`src/rtl/ecg_acc_pkg.sv`:
```
`default_nettype none
// +--------------------------------------------------------------------+
// | ecg_acc_pkg : shared constants and loader FSM encoding             |
// | Rev 1.0                                                            |
// +--------------------------------------------------------------------+
package ecg_acc_pkg;

    localparam int ECG_NUM_BANKS  = 4;
    localparam int ECG_BANK_IDX_W = $clog2(ECG_NUM_BANKS);
    localparam int ECG_DATA_DEPTH = 1024;
    localparam int ECG_FRAME_CAP  = ECG_NUM_BANKS * ECG_DATA_DEPTH;

    typedef enum logic [2:0] {
        S_IDLE    = 3'd0,
        S_WAIT_CS = 3'd1,
        S_HDR_HI  = 3'd2,
        S_HDR_LO  = 3'd3,
        S_DATA    = 3'd4,
        S_DONE    = 3'd5,
        S_ERR     = 3'd6
    } ldr_state_e;

endpackage
`default_nettype wire

```
`src/rtl/spi_slave_rx.sv`:
```
`default_nettype none
// +--------------------------------------------------------------------+
// | spi_slave_rx : SPI mode-0 byte receiver, MSB first, clk-domain out |
// | Rev 1.0                                                            |
// +--------------------------------------------------------------------+
module spi_slave_rx #(
    parameter int WIDTH = 8
) (
    input  logic             clk,
    input  logic             rst_n,
    input  logic             spi_sclk_i,
    input  logic             spi_cs_n_i,
    input  logic             spi_mosi_i,
    output logic [WIDTH-1:0] byte_o,
    output logic             byte_vld_o,
    output logic             cs_active_o
);

    logic [2:0]       sclk_q;
    logic [1:0]       cs_n_q;
    logic [1:0]       mosi_q;
    logic [2:0]       bit_cnt_q;
    logic [WIDTH-2:0] shift_q;
    logic             w_sclk_rise;
    logic             w_cs_act;

    assign w_sclk_rise = sclk_q[1] & ~sclk_q[2];
    assign w_cs_act    = ~cs_n_q[1];

    always_ff @(posedge clk or negedge rst_n) begin
        if (!rst_n) begin
            sclk_q    <= '0;
            cs_n_q    <= '0;
            mosi_q    <= '0;
            bit_cnt_q <= '0;
            shift_q   <= '0;
        end else begin
            sclk_q <= {sclk_q[1:0], spi_sclk_i};
            cs_n_q <= {cs_n_q[0], spi_cs_n_i};
            mosi_q <= {mosi_q[0], spi_mosi_i};
            if (!w_cs_act) begin
                bit_cnt_q <= '0;
            end else if (w_sclk_rise) begin
                bit_cnt_q <= bit_cnt_q + 3'd1;
            end
            if (w_cs_act && w_sclk_rise) begin
                shift_q <= {shift_q[WIDTH-3:0], mosi_q[1]};
            end
        end
    end

    // The final bit is taken straight from the synchronizer so the byte is
    // presented in the same cycle as the completing sclk edge.
    assign byte_o      = {shift_q, mosi_q[1]};
    assign byte_vld_o  = w_sclk_rise & w_cs_act & (bit_cnt_q == 3'd7);
    assign cs_active_o = w_cs_act;

endmodule
`default_nettype wire

```
`src/rtl/spi_bank_loader.sv`:
```
`default_nettype none
// +--------------------------------------------------------------------+
// | spi_bank_loader : SPI frame loader into round-robin feature banks  |
// | Rev 1.0                                                            |
// +--------------------------------------------------------------------+
module spi_bank_loader
    import ecg_acc_pkg::*;
#(
    parameter int ADDR_WIDTH = 13,
    parameter int DATA_WIDTH = 8,
    parameter int DATA_DEPTH = ECG_DATA_DEPTH,
    parameter int NUM_BANKS  = ECG_NUM_BANKS,
    parameter int CNT_WIDTH  = 16
) (
    input  logic                  clk,
    input  logic                  rst_n,
    input  logic                  load_start,
    input  logic                  spi_sclk,
    input  logic                  spi_cs_n,
    input  logic                  spi_mosi,
    output logic [NUM_BANKS-1:0]  bank_csen,
    output logic                  bank_wrenb,
    output logic [ADDR_WIDTH-1:0] bank_addr,
    output logic [DATA_WIDTH-1:0] bank_data,
    output logic                  load_busy,
    output logic                  load_done,
    output logic                  load_err
);

    localparam int                   BANK_IDX_W = $clog2(NUM_BANKS);
    localparam logic [CNT_WIDTH-1:0] FRAME_CAP  = CNT_WIDTH'(NUM_BANKS * DATA_DEPTH);

    logic [DATA_WIDTH-1:0] w_rx_byte;
    logic                  w_rx_vld;
    logic                  w_cs_act;
    logic                  w_cs_fall;
    logic [CNT_WIDTH-1:0]  w_hdr_count;
    logic [CNT_WIDTH-1:0]  w_idx_inc;

    ldr_state_e            state_q,  state_d;
    logic [CNT_WIDTH-1:0]  count_q,  count_d;
    logic [CNT_WIDTH-1:0]  idx_q,    idx_d;
    logic                  err_q,    err_d;
    logic                  cs_act_q;
    logic                  wr_q,     wr_d;
    logic [NUM_BANKS-1:0]  csen_q,   csen_d;
    logic [ADDR_WIDTH-1:0] addr_q,   addr_d;
    logic [DATA_WIDTH-1:0] wdata_q,  wdata_d;

    spi_slave_rx #(
        .WIDTH       (DATA_WIDTH)
    ) u_rx (
        .clk         (clk),
        .rst_n       (rst_n),
        .spi_sclk_i  (spi_sclk),
        .spi_cs_n_i  (spi_cs_n),
        .spi_mosi_i  (spi_mosi),
        .byte_o      (w_rx_byte),
        .byte_vld_o  (w_rx_vld),
        .cs_active_o (w_cs_act)
    );

    assign w_cs_fall   = w_cs_act & ~cs_act_q;
    assign w_hdr_count = {count_q[CNT_WIDTH-1:DATA_WIDTH], w_rx_byte};
    assign w_idx_inc   = idx_q + CNT_WIDTH'(1);

    always_ff @(posedge clk or negedge rst_n) begin
        if (!rst_n) begin
            state_q  <= S_IDLE;
            count_q  <= '0;
            idx_q    <= '0;
            err_q    <= 1'b0;
            cs_act_q <= 1'b0;
            wr_q     <= 1'b0;
            csen_q   <= '0;
            addr_q   <= '0;
            wdata_q  <= '0;
        end else begin
            state_q  <= state_d;
            count_q  <= count_d;
            idx_q    <= idx_d;
            err_q    <= err_d;
            cs_act_q <= w_cs_act;
            wr_q     <= wr_d;
            csen_q   <= csen_d;
            addr_q   <= addr_d;
            wdata_q  <= wdata_d;
        end
    end

    always_comb begin
        state_d = state_q;
        count_d = count_q;
        idx_d   = idx_q;
        err_d   = err_q;
        wr_d    = 1'b0;
        csen_d  = '0;
        addr_d  = addr_q;
        wdata_d = wdata_q;
        case (state_q)
            S_IDLE: begin
                if (load_start) begin
                    state_d = S_WAIT_CS;
                    err_d   = 1'b0;
                    idx_d   = '0;
                end
            end
            S_WAIT_CS: begin
                if (w_cs_fall) begin
                    state_d = S_HDR_HI;
                end
            end
            S_HDR_HI: begin
                if (w_rx_vld) begin
                    count_d = {w_rx_byte, count_q[DATA_WIDTH-1:0]};
                    state_d = S_HDR_LO;
                end else if (!w_cs_act) begin
                    state_d = S_ERR;
                    err_d   = 1'b1;
                end
            end
            S_HDR_LO: begin
                if (w_rx_vld) begin
                    count_d = w_hdr_count;
                    if (w_hdr_count == '0) begin
                        state_d = S_DONE;
                    end else if (w_hdr_count > FRAME_CAP) begin
                        state_d = S_ERR;
                        err_d   = 1'b1;
                    end else begin
                        state_d = S_DATA;
                    end
                end else if (!w_cs_act) begin
                    state_d = S_ERR;
                    err_d   = 1'b1;
                end
            end
            S_DATA: begin
                if (w_rx_vld) begin
                    // Low index bits pick the bank, the rest form the word address.
                    wr_d    = 1'b1;
                    csen_d  = NUM_BANKS'(1) << idx_q[BANK_IDX_W-1:0];
                    addr_d  = ADDR_WIDTH'(idx_q >> BANK_IDX_W);
                    wdata_d = w_rx_byte;
                    idx_d   = w_idx_inc;
                    if (w_idx_inc == count_q) begin
                        state_d = S_DONE;
                    end
                end else if (!w_cs_act) begin
                    state_d = S_ERR;
                    err_d   = 1'b1;
                end
            end
            S_DONE:  state_d = S_IDLE;
            S_ERR:   state_d = S_IDLE;
            default: state_d = S_IDLE;
        endcase
    end

    assign bank_wrenb = wr_q;
    assign bank_csen  = csen_q;
    assign bank_addr  = addr_q;
    assign bank_data  = wdata_q;
    assign load_busy  = (state_q == S_WAIT_CS) || (state_q == S_HDR_HI) ||
                        (state_q == S_HDR_LO)  || (state_q == S_DATA);
    assign load_done  = (state_q == S_DONE);
    assign load_err   = err_q;

endmodule
`default_nettype wire

```
`config.mk`:
```
export PLATFORM = sky130hd
export DESIGN_NAME = spi_bank_loader
export DESIGN_NICKNAME = d
export VERILOG_FILES = /design/src/rtl/ecg_acc_pkg.sv /design/src/rtl/spi_slave_rx.sv /design/src/rtl/spi_bank_loader.sv
export SDC_FILE = /design/constraint.sdc
export NUM_CORES = 1
export LEC_CHECK = 0
export CAP_MARGIN = 20
export CORE_MARGIN = 3
export CORE_UTILIZATION = 45
export CTS_CLUSTER_SIZE = 24
export DETAILED_ROUTE_END_ITERATION = 10
export PLACE_DENSITY_LB_ADDON = 0.1
export SETUP_SLACK_MARGIN = 0.5
export SKIP_CTS_REPAIR_TIMING = 1
export SLEW_MARGIN = 0
export SYNTH_ARGS = -nofsm -noshare
export SYNTH_HDL_FRONTEND = slang
export SYNTH_SLANG_ARGS = --single-unit
```
`constraint.sdc`:
```
create_clock -name clk -period 2 [get_ports clk]
set_input_delay 0.4 -clock clk [delete_from_list [all_inputs] [get_ports clk]]
set_output_delay 0.4 -clock clk [all_outputs]
set_load 0.02 [all_outputs]
```
---- Word-level counts from Yosys, hierarchy flattened ----
Index checks and enable logic that the tools add are counted.
storage, ports and cells
  input port bits ......................... 6
  output and inout port bits .............. 29
  register bits after elaboration ......... 80
  word-level logic and storage cells ...... 87
cells by class
  magnitude comparators ................... 1
  bitwise logic cells ..................... 9
  multiplexer cells ....................... 29
  reduce and logical (&&, ||, !) cells .... 16
  shift operators ......................... 1
  add/subtract/negate cells ............... 2
  eq/ne operators ......................... 14
operator list
  kind                                                                     number
  16-bit case mux with 2 select lines                                      2
  16-bit two-way mux                                                       3
  3-bit two-way mux                                                        9
  16-bit by 1-bit adder with 16-bit output (second input constant)         1
  16-bit == test                                                           1
  16-bit by 13-bit > comparator with 1-bit output (second input constant)  1
  16-bit zero test                                                         1
  3-bit case mux with 5 select lines                                       1
  3-bit AND reduction                                                      4
  3-bit == test (second input constant)                                    3
  3-bit inequality test (second input constant)                            3
  1-bit two-way mux                                                        8
  4-bit two-way mux                                                        2
  8-bit two-way mux                                                        1
  3-bit by 2-bit == test with 1-bit output (second input constant)         2
  2-bit inequality test (second input constant)                            3
  1-bit inverter                                                           5
  5-bit AND reduction                                                      1
  1-bit bitwise AND                                                        4
  2-bit two-way mux                                                        2
  2-bit nonzero test                                                       2
  1-bit by 2-bit left shift with 4-bit output (first input constant)       1
  3-bit by 1-bit adder with 3-bit output (second input constant)           1
  3-bit by 1-bit == test with 1-bit output (second input constant)         1
  8 further kinds                                                          10

---- Logic depth before layout (Yosys ltp) ----
  depth in word-level cells ............... 6
  mapped depth ............................ 10

---- Hierarchy ----
Synthesis repeated with hierarchy kept, for this count alone.
second synthesis, totals
  cells, all modules ...................... 381
  area, all modules ....................... 3,844.9 sq um
modules (own cells, without submodules)
  module           sequential area each (sq um)  times used  area an instance (sq um)  cells each
  spi_bank_loader  1,576.5                       1           3,226.8                   341
  spi_slave_rx     425.4                         1           618.1                     40

---- Worst setup path before layout ----
OpenSTA, ideal clock, no wires.
  path type ............................... register to register
  start ................................... register u_rx.cs_n_q[1]
  end ..................................... register idx_q[12]
  cell stages (with the launch flop) ...... 10
  buffers on the path ..................... 3
  setup slack ............................. 122 ps
  required time ........................... 1,865 ps
  data arrival time ....................... 1,743 ps
  clock period less this slack ............ 1,878 ps
  cells stage by stage .................... dfrtp_1 > buf_6 > nor3b_4 > and2_1 > buf_6 > mux2_2 > nand2_2 > buf_6 > o21ai_0 > o31ai_1
between the ends
  cells in the longest elaborated chain, start to end .. 5
RTL lines
  item                                                               line                   text
  start, declared                                                    spi_slave_rx.sv:20     logic [1:0] cs_n_q;
  start signal, assigned                                             spi_slave_rx.sv:39     cs_n_q <= {cs_n_q[0], spi_cs_n_i};
  1-bit inverter                                                     spi_slave_rx.sv:28     assign w_cs_act = ~cs_n_q[1];
  1-bit bitwise AND (2 in series)                                    spi_slave_rx.sv:55     assign byte_vld_o = w_sclk_rise & w_cs_act & (bit_cnt_q == 3'd7);
  2-bit by 1-bit inequality test with 1-bit output (no source line)  -
  3-bit AND reduction (no source line)                               -
  end signal, assigned                                               spi_bank_loader.sv:81  idx_q <= idx_d;
  end, declared                                                      spi_bank_loader.sv:42  logic [CNT_WIDTH-1:0] idx_q, idx_d;
Every way passes these cells.
A chain may end at the register's enable or synchronous reset.

---- Worst setup path after layout ----
  start ................................... register idx_q[1]
  end ..................................... register state_q[0]
between the ends
  cells in the longest elaborated chain, start to end .. 4
RTL lines
  item                                      line                    text
  16-bit by 1-bit adder with 16-bit output  spi_bank_loader.sv:65   assign w_idx_inc = idx_q + CNT_WIDTH'(1);
  16-bit == test                            spi_bank_loader.sv:146  if (w_idx_inc == count_q) begin
  3-bit inequality test (no source line)    -
  3-bit AND reduction (no source line)      -
  end signal, assigned                      spi_bank_loader.sv:79   state_q <= state_d;
  end, declared                             spi_bank_loader.sv:40   ldr_state_e state_q, state_d;
Every way passes these cells.

==> flow_metrics.py <==
metrics = {
    "status": {
        "status": "complete, no violations",
    },
    "clock_network": {
        "cts_tree": "yes",
        "insertion_delay_ns": 0.36,
        "cts.sinks": 80,
        "clk_pin_slew_ns": 0.08,
        "htree_levels": 3,
        "clockBufferDepth": 2,
        "cts_root_buf": "clkbuf_8",
        "cts_made_buffers": 9,
    },
    "timing": {
        "skew_ns": 0.00971,
        "setup_viol": 0,
        "finalWorstSetupSlack_ns": 0.106,
        "slew_violations": 0,
        "rsz0062_at_grt": "yes",
        "fmax_mhz": 528,
        "maxSlewHeadroom_pct": 70.9,
        "period_minus_slack_ns": 1.89,
        "final_hold_viol_count": 0,
        "finalCritPeriodShare_pct": 94.7,
        "tightest_slew_ns": 0.433,
    },
    "setup_path": {
        "cp.depth": 6,
        "crit_slowest_cell": "dfrtp_2",
        "r2r_slack_ns": 0.11,
        "worstPathMaxFanout": 8,
        "r2r-end": "state_q[0]",
        "worstPathRequired_ns": 2.26,
        "slowest_delay_ns": 0.48,
        "critical_path_class": "register to register",
        "crit_chain": "nand4_4 > nor4_1 > a31oi_2 > nor4_2 > a31oi_1 > o32ai_1",
        "crit_buf_inv": 0,
        "crit_path_end_kind": "register",
        "crit_family": "simple AND/OR/NAND/NOR gates",
        "startpoint_type": "register",
        "r2r-start": "idx_q[1]",
        "rr_worst_depth": 6,
        "critPathArrivalTime_ns": 2.15,
    },
    "yosys": {
        "synth-seq-cells": 80,
        "synth-compound-area-share_pct": 10.7,
        "synth-xor-area-share_pct": 5.38,
        "synth.distinct_cells": 53,
        "netlist_area_sq_um": 3900,
        "synth-simple-area-share_pct": 18.9,
        "synth_fa_ha_area_share_pct": 1.92,
        "async_reset_ff_share_pct": 100,
        "synth_top_family_by_area": "simple AND/OR/NAND/NOR gates",
        "syn_avg_cell_area_sq_um": 10.5,
        "yosys-mux-area-fraction_pct": 7.43,
        "synth_edf_count": 0,
        "ys_warn_count": 0,
        "syn_inst": 373,
        "yosysSeqAreaShare_pct": 51.3,
        "ys.flop_type": "dfrtp_1",
        "syn-num-nets": 385,
    },
    "pwr": {
        "totalPowerFinal_mw": 4.13,
        "leakage_nw": 3.20,
        "power_density_nw_per_um2": 717,
        "peakVddDrop_v": 0.000632,
    },
    "finish": {
        "area_delta_synth_final_pct": 47.5,
        "final_cell_mix": "dfrtp_1 (68), nand2_1 (48), buf_4 (40), dlymetal6s2s_1 (27), nand2_2 (18)",
        "nets": 479,
        "fin_area_sq_um": 5760,
        "drive_above_1_share_pct": 43.6,
        "n_antenna_cell": 0,
        "num-fill-cells": 603,
        "final_common_cell": "dfrtp_1",
    },
    "grt": {
        "grt_antenna_before_repair": 0,
        "grt_first_pass_wirelength_microns": 13800,
        "grt_max_degree": 45,
        "gr-total-overflow": 0,
        "track_usage_pct": 17.8,
        "grt_pass1_vias": 2786,
    },
    "detailed_routing": {
        "drt_iter0_drc": 155,
        "wl_microns": 10800,
        "vias": 3220,
        "firstDrtPassIters": 4,
        "routedWlPerCell_microns": 18.6,
        "avgViaCountPerCell": 5.58,
        "drc": 0,
        "ant_nets": 0,
    },
    "floorplan": {
        "die_area_sq_um": 9830,
        "io_pins": 35,
        "initial_utilization_pct": 46.8,
        "die-width_microns": 99.2,
        "die_y_microns": 99.2,
        "coreArea_sq_um": 8340,
        "rows": 33,
    },
    "worst_hold_path": {
        "min_to": "u_rx.mosi_q[1]",
        "hold_class": "register to register",
        "hold_start": "u_rx.mosi_q[0]",
        "whs_path_depth": 0,
    },
    "place": {
        "place_congestion": 0.910,
        "place_area_sq_um": 4500,
        "place_ws_ns": 0.0946,
        "port_buffers": 34,
        "dpl.hpwl_microns": 5940,
    },
    "job": {
        "drv_cap": 0,
    },
}
-- state kept, by name, summed over array words and instances, names as in the netlist, 2 cells and up --
signal,flops
u_rx.bit_cnt_q,3
bank_addr,13
u_rx.sclk_q,3
u_rx.mosi_q,2
u_rx.shift_q,7
count_q,16
bank_data,8
u_rx.cs_n_q,2
state_q,3
bank_csen,4
idx_q,16
-- power breakdown --
group          switching [mW]  leakage [nW]  total, mW  internal (mW)
logic                   0.522          2.03      0.901          0.378
clock network           0.593         0.104       1.30          0.704
registers               0.200          1.06       1.93           1.73
-- area by class of cell --
type	instances	area [sq um]	area share, %
Multi-Input combinational cell	265	2210	38.3
Clock inverter	5	81.3	1.41
Timing Repair Buffer	101	1130	19.7
Timing Repair inverter	1	11.3	0.196
Clock buffer	11	131	2.28
Tap cell	105	131	2.28
Sequential cell	80	2020	35.0
Inverter	9	46.3	0.804
-- synthesized netlist by cell type, types with 3 or more instances --
library cell | instances | area (sq um)
a21oi_1 | 8 | 40.0
a31oi_1 | 5 | 31.3
and2_1 | 7 | 43.8
and4_1 | 3 | 26.3
buf_2 | 10 | 50.1
buf_4 | 3 | 22.5
buf_6 | 4 | 45.0
clkbuf_1 | 5 | 18.8
dfrtp_1 | 80 | 2000
ha_1 | 6 | 75.1
inv_1 | 8 | 30.0
mux2_2 | 24 | 270
nand2_1 | 73 | 274
nand2b_1 | 3 | 18.8
nand3_1 | 8 | 40.0
nand4_1 | 4 | 25.0
nor2_1 | 17 | 63.8
nor4_1 | 7 | 43.8
o21a_1 | 4 | 30.0
o21ai_0 | 23 | 115
o21ai_1 | 4 | 20.0
o31ai_1 | 5 | 37.5
or3_1 | 3 | 18.8
xnor2_1 | 13 | 114
xor2_1 | 11 | 96.3
-- routing by layer --
layer / up-vias / wire (microns) / GRT usage [%]
li1: 1499 / - / -
met1: 1600 / 4540 / 24.2
met2: 98 / 5390 / 27.7
met3: 23 / 540 / 3.02
met4: 0 / 285 / 8.82
met5: - / 0 / 0
-- worst reg2reg max path, stage by stage (launching register included) --
cell	delay [ns]
dfrtp_2	0.48
nand4_4	0.18
nor4_1	0.46
a31oi_2	0.11
nor4_2	0.30
a31oi_1	0.13
o32ai_1	0.14
-- worst max path at each step --
stage / startpoint / to / slack (ns)
floorplan: u_rx.cs_n_q[1] / idx_q[7] / 0.20
global route: idx_q[1] / state_q[0] / 0.01
CTS: state_q[1] / load_done / -0.19
finish: idx_q[1] / state_q[0] / 0.11
global placement: idx_q[1] / state_q[0] / 0.15
detailed placement: idx_q[1] / state_q[0] / 0.09
-- logic make-up (layout without fill, tap and decap cells) --
| kind of cell | after synthesis | count (layout) |
|---|---|---|
| multiplexers | 26 | 26 |
| adder cells (fa/ha/maj) | 6 | 6 |
| buffers and inverters | 31 | 127 |
| AO/OA/AOI/OAI | 65 | 65 |
| XOR/XNOR | 24 | 24 |
| AND/OR/NAND/NOR | 141 | 144 |
| flip-flops | 80 | 80 |
-- metrics by stage --
step | std cells | TNS, ns | hold slack [ns] | util [%]
2_1_floorplan | 373 | 0 | 0.104 | -
3_3_place_gp | 520 | 0 | 0.324 | 54.0
3_5_place_dp | 520 | 0 | 0.324 | 54.0
4_1_cts | 536 | -0.369 | -0.0666 | 56.5
5_1_grt | 577 | 0 | 0.360 | 69.0
6_report | 577 | 0 | 0.354 | 69.0
Power figures use the tool's default switching activity.
==> patch 1 (config.mk and constraints unchanged) <==
Reset style: synchronous (`rst_n`), changed in 2 clocked blocks.
--- a/src/rtl/spi_slave_rx.sv
+++ b/src/rtl/spi_slave_rx.sv
@@ -27,7 +27,7 @@
     assign w_sclk_rise = sclk_q[1] & ~sclk_q[2];
     assign w_cs_act    = ~cs_n_q[1];
 
-    always_ff @(posedge clk or negedge rst_n) begin
+    always_ff @(posedge clk) begin
         if (!rst_n) begin
             sclk_q    <= '0;
             cs_n_q    <= '0;
--- a/src/rtl/spi_bank_loader.sv
+++ b/src/rtl/spi_bank_loader.sv
@@ -64,7 +64,7 @@
     assign w_hdr_count = {count_q[CNT_WIDTH-1:DATA_WIDTH], w_rx_byte};
     assign w_idx_inc   = idx_q + CNT_WIDTH'(1);
 
-    always_ff @(posedge clk or negedge rst_n) begin
+    always_ff @(posedge clk) begin
         if (!rst_n) begin
             state_q  <= S_IDLE;
             count_q  <= '0;
Formal check against the unedited RTL: differs if rst_n is asserted again (counterexample within 4 cycles, from zero or initial values and one cycle with rst_n low); with rst_n held inactive, the same outputs for 10 cycles.
==> patch 1 against the original RTL <==
The flow now finishes with violations (setup timing). Register-to-register slack lost 0.14 ns. Synthesized area shrank 0.61%. Clock power shrank 13%. Utilization shrank 1.8 points. Routed wire length grew 4.6%. First-iteration DRC count grew 3.9%. Setup slack lost 0.15 ns. Global-route usage grew 2.4 points. Cell area shrank 3.1%. Total power shrank 16%. Sequential power shrank 14%. Clock skew is essentially flat. Sequential cell count is the same. Die area shrank 0.57%. Critical path type is now reg -> out. Critical endpoint is now load_busy. Largest cell class unchanged. Highest routed layer unchanged.
==> patch 1: results (changes against the original RTL) <==
Avg WL per Cell: 17.1 um (-8.1%)
Area contributors post-synth: dfxtp_1 (41%), mux2i_1 (7.7%), nand2_1 (5.8%)
largest net degree at the start of global routing: 32 (-29%)
post-synthesis xor/xnor area fraction: 3.38% (-2.0 points)
placement-stage cell area: 4690 sq um (+4.1%)
worst-path fanout max: 5 (-3)
vias in the first global route: 3,207 (+15%)
Worst VDD drop: 0.000430 V (-32%)
vias per cell: 5.62 (+0.78%)
R2R setup slack: -0.03 ns (-0.14 ns)
nets: 556 (+16%)
mux contribution to synthesized area: 8.03% (+0.59 points)
Slowest cell on crit path: clkdlybuf4s50_1
failing checks: setup timing
Critical Path Max Stage Delay: 0.62 ns (+0.14 ns)
synth cell count leaders: dfxtp_1 (80), nand2_1 (60), nor2_1 (51)
worst hold slack: 0.438 ns (+0.0843 ns)
Placer Congestion: 0.884 (-2.9%)
final worst setup slack: -0.0437 ns (-0.150 ns)
post-synth net total: 460 (+19%)
first-pass GRT wire length: 15,900 um (+15%)
Synth Area in Compound Gates: 14.8% (+4.0 points)
Final setup viols: 4 (+4)
Synth cell types: 63 (+19%)
drt initial violations: 161 (+3.9%)
Worst R2R End: state_q[0]
status: complete, but fails checks
DP Worst Slack: -0.118 ns (-0.213 ns)
Tot GR Track Use: 20.2% (+2.4 points)
post-synthesis sequential area ratio: 41.3% (-10 points)
CP arrival: 1.64 ns (-0.51 ns)
count leader, synth: dfxtp_1
[patch 1: cell count changes in the layout (fill, tap and decap cells not counted), sizes merged, moves of 23 or more]
| cell | change |
|---|---|
| dfrtp | -80 |
| nor2 | +33 |
| mux2i | +28 |
| dfxtp | +80 |
| a21oi | +30 |
| mux2 | -23 |
[patch 1: cells by family (layout without fill, tap and decap cells)]
logic type      Yosys count  count (layout)
compound gates           91              91
xor+xnor                 15              15
fa+ha+maj                 3               3
buf+inv                  42             140
flops                    80              80
mux                      31              31
simple gates            189             192
[patch 1: worst max-delay path by stage]
stage | endpoint | slack (ns) | cells past startpoint
6_report | load_busy | -0.04 | 3
5_1_grt | state_q[0] | -0.10 | 6
4_1_cts | load_done | -0.10 | 3
3_5_place_dp | idx_q[3] | -0.12 | 6
3_3_place_gp | idx_q[3] | -0.09 | 6
2_1_floorplan | state_q[1] | 0.003 | 9
[patch 1: power breakdown]
group	switching, mW	internal (mW)	total, mW	leakage, nW
registers	0.0411	1.62	1.66	0.656
logic	0.353	0.307	0.660	1.96
clock network	0.657	0.477	1.13	0.0940
total	1.05	2.40	3.45	2.71
[patch 1: final cells by class]
cell class / count / area [sq um]
clock inverters: 7 / 61.3
multi-input cells: 332 / 2430
fillers: 685 / 2720
flip-flops and latches: 80 / 1630
clock buffers: 9 / 124
inverters: 5 / 18.8
well taps: 105 / 131
repair buffers: 119 / 1180
[patch 1: through the flow]
stage	cells	TNS [ns]
6_report	657	-0.114
5_1_grt	657	-0.350
4_1_cts	623	-0.382
3_5_place_dp	607	-0.741
3_3_place_gp	607	-0.405
2_1_floorplan	451	0
[patch 1: metal layers]
layer / up-vias / part of all wire, % / global-route usage, %
met5: - / 0 / 0
met2: 113 / 47 / 33.1
met3: 25 / 6.2 / 4.32
met1: 1786 / 44 / 26.5
met4: 0 / 2.7 / 6.51
li1: 1771 / - / -
==> patch 2 (config.mk and constraints unchanged) <==
Without the edit above. The package constant `ECG_NUM_BANKS` goes from 4 to 8.
--- a/src/rtl/ecg_acc_pkg.sv
+++ b/src/rtl/ecg_acc_pkg.sv
@@ -5,7 +5,7 @@
 // +--------------------------------------------------------------------+
 package ecg_acc_pkg;
 
-    localparam int ECG_NUM_BANKS  = 4;
+    localparam int ECG_NUM_BANKS  = 8;
     localparam int ECG_BANK_IDX_W = $clog2(ECG_NUM_BANKS);
     localparam int ECG_DATA_DEPTH = 1024;
     localparam int ECG_FRAME_CAP  = ECG_NUM_BANKS * ECG_DATA_DEPTH;
Ports: changed (resized bank_csen); port bits go from 35 to 39. The function was not compared with the original's and may differ.
==> patch 2 against the original RTL <==
The run now ends with setup timing left. Total power decreased by 4.3%. Sequential cell count increased by 4. Synthesized area increased by 1.8%. Cell area increased by 2.6%. Fmax decreased by 9.3%. Setup slack got worse by 0.19 ns. Routed wire length decreased by 3.1%. Critical endpoint unchanged.
==> patch 2: results (changes against the original RTL) <==
status: complete, but fails checks
failing checks: setup timing
multi-input gates: 275 (+3.8%)
cell count after placement: 556 (+6.9%)
vias in the first global route: 3,263 (+17%)
Buffers, non-clock: 113 (+12%)
reg2reg path depth: 8 (+2)
Placer Congestion: 0.889 (-2.3%)
ClkCell Share: 3.35% (-0.35 points)
cell area after synthesis: 3980 sq um (+1.8%)
invs w/o clock: 7 (-3)
Syn Inst Count: 385 (+3.2%)
met3 routed wirelength: 503 um (-6.9%)
met2 Usage GRT: 33.2% (+5.5 points)
routed wire length: 10,400 um (-3.1%)
Avg WL per Cell: 17.4 um (-6.8%)
Slowest cell on crit path: or4b_4
Synth Area in Compound Gates: 9.13% (-1.6 points)
sequential cell area: 2110 sq um (+4.7%)
largest net degree at the start of global routing: 46 (+2.2%)
met1 usage: 26.8% (+2.5 points)
fill count: 610 (+1.2%)
metal1 wirelength: 4640 um (+2.3%)
Area contributors post-synth: dfrtp_1 (53%), nand2_1 (7.0%), mux2_2 (4.2%)
share of cells above drive strength 1: 41.2% (-2.4 points)
worst hold slack: 0.00645 ns (-0.348 ns)
Synth Area in Adders: 2.52% (+0.60 points)
P_leak: 3.33 nW (+4.2%)
Tot GR Track Use: 20.0% (+2.2 points)
via count: 3,248 (+0.87%)
#FFs+latches synth: 84 (+5.0%)
Final setup viols: 1 (+1)
met2 WL: 5140 um (-4.7%)
Critical Path Max Stage Delay: 0.54 ns (+0.06 ns)
setup TNS: -0.0888 ns (-0.0888 ns)
Worst VDD drop: 0.000439 V (-31%)
Setup Skew: 0.0136 ns (+0.00388 ns)
port buffer count: 38 (+12%)
HPWL Detailed: 6640 um (+12%)
area of the multi-input gates: 2210 sq um (+0.34%)
first-pass GRT wire length: 15,800 um (+14%)
drt initial violations: 165 (+6.5%)
final worst setup slack: -0.0888 ns (-0.195 ns)
NonClk Buf Share: 20.7% (+1.1 points)
r2r startpoint: idx_q[0]
post-synth net total: 399 (+3.6%)
placement-stage cell area: 4890 sq um (+8.6%)
M3 GR Usage: 3.47% (+0.46 points)
power per cell area: 668 nW/um^2 (-6.8%)
## patch 2: cell types whose count changed after synthesis, sizes merged, moves of 4 or more
cell,before,now
dfrtp,80,84
and3,2,9
clkbuf,5,11
nor3,3,8
buf,17,9
## patch 2: how the worst max path moves through the flow
stage,from,endpoint,slack [ns],depth (start not counted)
after floorplan,idx_q[1],state_q[0],0.05,8
final,idx_q[0],state_q[0],-0.09,8
after CTS,idx_q[1],state_q[0],-0.13,8
after global routing,idx_q[0],state_q[0],-0.20,8
after detailed placement,idx_q[1],state_q[0],-0.09,8
after global placement,idx_q[0],state_q[0],-0.02,8
## patch 2: where the power goes
part / total, mW / internal (mW) / switching [mW]
Clock: 1.24 / 0.584 / 0.653
Sequential: 1.92 / 1.80 / 0.117
Combinational: 0.792 / 0.371 / 0.420
Total: 3.95 / 2.76 / 1.19
